--- config.mk ---
export PLATFORM = sky130hd
export DESIGN_NAME = barrel_shifter
export DESIGN_NICKNAME = d
export VERILOG_FILES = /design/src/rtl/barrel_shifter.sv
export SDC_FILE = /design/constraint.sdc
export NUM_CORES = 1
export LEC_CHECK = 0
export CAP_MARGIN = 5
export CORE_UTILIZATION = 50
export DETAILED_ROUTE_END_ITERATION = 8
export PLACE_DENSITY = 0.83
export SYNTH_ARGS = -nofsm -noshare
export SYNTH_HDL_FRONTEND = slang
export SYNTH_SLANG_ARGS = --single-unit
--- constraint.sdc ---
create_clock -name clk -period 3.1 [get_ports clk]
set_input_delay 0.62 -clock clk [delete_from_list [all_inputs] [get_ports clk]]
set_output_delay 0.62 -clock clk [all_outputs]
set_load 0.1 [all_outputs]
--- src/rtl/barrel_shifter.sv ---
// 16-bit registered barrel shifter/rotator for the datapath shift unit.
// A four-stage log2 mux network (1, 2, 4, 8 positions) feeds one output
// register, so a result appears one cycle after its operands are sampled.
// Opcodes 5..7 are reserved and pass the operand through unchanged.
module barrel_shifter (
  input  logic        clk,
  input  logic        rst_n,
  input  logic        in_valid,
  input  logic [15:0] i,
  input  logic [3:0]  shamt,
  input  logic [2:0]  op,
  output logic        out_valid,
  output logic [15:0] o
);

  localparam logic [2:0] OP_SLL = 3'd0;
  localparam logic [2:0] OP_SRL = 3'd1;
  localparam logic [2:0] OP_SRA = 3'd2;
  localparam logic [2:0] OP_ROL = 3'd3;
  localparam logic [2:0] OP_ROR = 3'd4;

  // One fixed-distance mux stage. The distance k is a constant at every call
  // site, so each output bit reduces to a 2:1 (or 3:1) mux on fixed wires.
  // The SRA fill uses bit 15 of the stage input. Every earlier SRA stage
  // copies the operand's sign into bit 15, so this is always the original i[15].
  function automatic logic [15:0] stage_shift(input logic [15:0] x,
                                              input logic [2:0]  sel,
                                              input int          k);
    logic [15:0] r;
    int          src;
    r = x;
    for (int b = 0; b < 16; b++) begin
      case (sel)
        OP_SLL: begin
          src  = b - k;
          r[b] = (src >= 0) ? x[src[3:0]] : 1'b0;
        end
        OP_SRL: begin
          src  = b + k;
          r[b] = (src < 16) ? x[src[3:0]] : 1'b0;
        end
        OP_SRA: begin
          src  = b + k;
          r[b] = (src < 16) ? x[src[3:0]] : x[15];
        end
        OP_ROL: begin
          src  = (b + 16 - k) % 16;
          r[b] = x[src[3:0]];
        end
        OP_ROR: begin
          src  = (b + k) % 16;
          r[b] = x[src[3:0]];
        end
        default: r[b] = x[b];
      endcase
    end
    return r;
  endfunction

  logic [15:0] stage1;
  logic [15:0] stage2;
  logic [15:0] stage4;
  logic [15:0] stage8;

  // Combinational core: each shamt bit enables one stage of its own weight.
  always_comb begin
    stage1 = shamt[0] ? stage_shift(i,      op, 1) : i;
    stage2 = shamt[1] ? stage_shift(stage1, op, 2) : stage1;
    stage4 = shamt[2] ? stage_shift(stage2, op, 4) : stage2;
    stage8 = shamt[3] ? stage_shift(stage4, op, 8) : stage4;
  end

  // Output register: capture on valid, hold the word otherwise; reset clears both.
  always_ff @(posedge clk) begin
    if (!rst_n) begin
      o         <= 16'h0000;
      out_valid <= 1'b0;
    end else begin
      out_valid <= in_valid;
      if (in_valid) begin
        o <= stage8;
      end
    end
  end

endmodule

==> results.sh <==
export IMPL_drt_initial_drc_count=530
export IMPL_layout_min_cycle_time_ns=3.02
export IMPL_ir_drop_v=0.000325
export IMPL_switching_share_pct=50.4
export IMPL_clock_sinks=17
export IMPL_chipWidth_um=80.9
export IMPL_p_clk_share_pct=13.9
export IMPL_fin_skew_ns=0
export IMPL_syn_num_nets=451
export IMPL_antennaDiodeCount=0
export IMPL_crit_type="in -> reg"
export IMPL_initial_core_util_pct=52.3
export IMPL_die_y_um=80.9
export IMPL_cts_buffers=3
export IMPL_drv_cap=0
export IMPL_r2r_worst_path_cells=4
export IMPL_postCtsSetupBuffers=0
export IMPL_rsz0062_at_grt="false"
export IMPL_path_buf_inv=4
export IMPL_fin_setup_tns_ns=0
export IMPL_yosys_area_top_type="dfxtp_1"
export IMPL_clk_latency_ns=0.26
export IMPL_drc=0
export IMPL_vias=4142
export IMPL_wl_per_cell_um=22.7
export IMPL_slew_headroom_pct=35.7
export IMPL_synth_area_leaders="dfxtp_1 (11%), nand2_1 (5.1%), a21oi_1 (4.5%)"
export IMPL_nets=541
export IMPL_finalCritPeriodShare_pct=97.3
export IMPL_drv_slew=0
export IMPL_cts_max_path_buffers=2
export IMPL_first_pass_iters=5
export IMPL_rr_startpoint="o[11]"
export IMPL_setup_ws_ns=0.0841
export IMPL_synth_top_cell_area_share_pct=10.9
export IMPL_cp_required_ns=3.24
export IMPL_hold_start="o[13]"
export IMPL_min_path_type="reg -> reg"
export IMPL_grt_pass1_vias=3662
export IMPL_startpoint_type="primary input"
export IMPL_async_flop_share_pct=0
export IMPL_grt_first_pass_wirelength_um=20300
export IMPL_holdPathStages=2
export IMPL_cts_root_buf="clkbuf_8"
export IMPL_viasPerCell=7.03
export IMPL_synth_edf_count=0
export IMPL_cts_htree_levels=1
export IMPL_cp_max_fo=13
export IMPL_p_int_uw=635
export IMPL_placed_area_sq_mm=0.00398
export IMPL_portBuffers=42
export IMPL_fin_area_sq_mm=0.00404
export IMPL_p_switching_uw=646
export IMPL_cp_cell_sequence="clkdlybuf4s50_1 -> buf_12 -> nand4bb_1 -> o221ai_2 -> o211ai_1 -> a2111oi_2 -> buf_4 -> o22ai_1 -> buf_4 -> nor2_1 -> o22ai_1"
export IMPL_path_clk_slew_ns=0.07
export IMPL_synth_most_common_cell="nand2_1"
export IMPL_seqPwrFrac_pct=19.6
export IMPL_yosysUniqueCellTypes=86
export IMPL_reg2reg_to="o[11]"
export IMPL_crit_arrival_ns=3.16
export IMPL_std_cell_rows=28
export IMPL_final_hold_viol_count=0
export IMPL_ff2ff_setup_slack_ns=2.18
export IMPL_ys_top_cells_by_count="nand2_1 (42), a21oi_1 (28), nor2_1 (25)"
export IMPL_core_area_sq_mm=0.00596
export IMPL_total_leakage_power_uw=0.00157
export IMPL_grt_max_degree=19
export IMPL_p_comb_share_pct=66.5
export IMPL_max_stage_delay_ns=0.51
export IMPL_postSynthAreaPerCell_sq_um=7.33
export IMPL_nFillCells=559
export IMPL_synth_seq_area_share_pct=10.9
export IMPL_critPathSlowestCell="clkdlybuf4s50_1"
export IMPL_setup_viol=0
export IMPL_syn_cell_area_sq_mm=0.00312
export IMPL_worstHoldEndpoint="o[13]"
export IMPL_dp_cells=585
export IMPL_dp_slack_ns=-0.211
export IMPL_final_layout_size_suffix_gt1_share_pct=29.2
export IMPL_globalRouteOverflowTotal=0
export IMPL_cts_tree="done"
export IMPL_io_pins=43
export IMPL_end_kind="flop"
export IMPL_status="finished clean"
export IMPL_die_area_sq_mm=0.00655
export IMPL_antenna_found_initial=0
export IMPL_ant_nets=0
export IMPL_yosys_most_used_dff="dfxtp_1"
export IMPL_powerDensity_mw_per_mm2=317
export IMPL_synth_warnings=0
export IMPL_worstMarginPinSlew_ns=0.963
export IMPL_yosys_register_bits=17
export IMPL_grt_usage_pct=41.3
export IMPL_fin_cells=589
export IMPL_max_clock_freq_mhz=332
export IMPL_netlist_instances=425
export IMPL_gp_congestion=1.08
export IMPL_dpl_hpwl_um=10600
export IMPL_cpLargestDelayFamily="compound AO/OA/AOI/OAI gates"
export IMPL_routed_wirelength_um=13400
export IMPL_syn_to_final_growth_pct=29.6
logic make-up after synthesis:
kind of cell,count (synthesis),synth area share (%)
AO/OA/AOI/OAI,187,46.3
XOR/XNOR,3,2.29
buffers and inverters,50,9.16
flip-flops,17,10.9
multiplexers,15,4.98
AND/OR/NAND/NOR,153,26.3
registers in the layout, indices dropped and copies added (netlist names):
| signal | count |
|---|---|
| o | 16 |
| out_valid | 1 |
placed cells by master, fill, tap and decap left out, types with 10 or more instances in the layout:
cell	synthesis	final
mux2i_1	11	11
dfxtp_1	17	17
nor3_1	11	11
nand2_1	42	42
a31oi_1	10	10
a21oi_1	28	28
nand3_1	11	11
buf_4	7	101
o31ai_1	10	10
nor2_1	25	25
nor3b_1	10	10
o22ai_1	13	13
clkdlybuf4s50_1	0	24
o211ai_1	12	12
o21ai_0	19	18
how the worst max path moves through the flow:
| stage | from | to | slack, ns | cells after the start |
|---|---|---|---|---|
| after floorplan | op[0] | o[10] | 0.63 | 7 |
| after CTS | op[2] | o[1] | 0.04 | 11 |
| after detailed placement | op[2] | o[1] | -0.21 | 11 |
| after global routing | op[0] | o[5] | 0.01 | 12 |
| final | op[1] | o[5] | 0.08 | 11 |
| after global placement | op[2] | o[1] | -0.18 | 11 |
layout make-up:
type	instances	area, sq um	share of cell area, %
clock buffers	3	41.3	1.02
well taps	75	93.8	2.32
inverters	8	30.0	0.744
flip-flops and latches	17	340	8.43
multi-input cells	358	2500	62.0
repair buffers	127	1020	25.3
clock inverters	1	5.00	0.124
stage by stage:
stage	hold WS (ns)	total power [uW]	utilization [%]
3_5_place_dp	0.445	1080	66.8
5_1_grt	0.475	1330	67.8
2_1_floorplan	0.758	800	-
6_report	0.448	1280	67.8
3_3_place_gp	0.436	1080	66.8
4_1_cts	0.454	1260	67.6
worst reg2reg max path: cells and delay by family, from the launching register on:
kind            cells  cell delay [ns]
compound gates      3             0.42
simple gates        1             0.10
flops               1             0.33
power by group through the flow:
stage          combinational (uW)  clock [uW]  sequential [uW]
2_1_floorplan                 389           0              410
3_3_place_gp                  822           0              255
3_5_place_dp                  825           0              256
4_1_cts                       828         176              251
5_1_grt                       890         186              254
6_report                      852         177              252
routing by layer:
layer / wire [um] / global-route usage, %
met1: 5600 / 57.6
met2: 5800 / 62.0
met3: 1540 / 8.54
met4: 423 / 14.8
met5: 0 / 0
repair_timing:
item | CTS | global route
hold buffers | 0 | 0
gates resized for setup | 0 | 4
endpoints found under the setup margin | 0 | 3
endpoints found under the hold margin | 0 | 0
No activity file was read; power rests on OpenSTA's default activity.
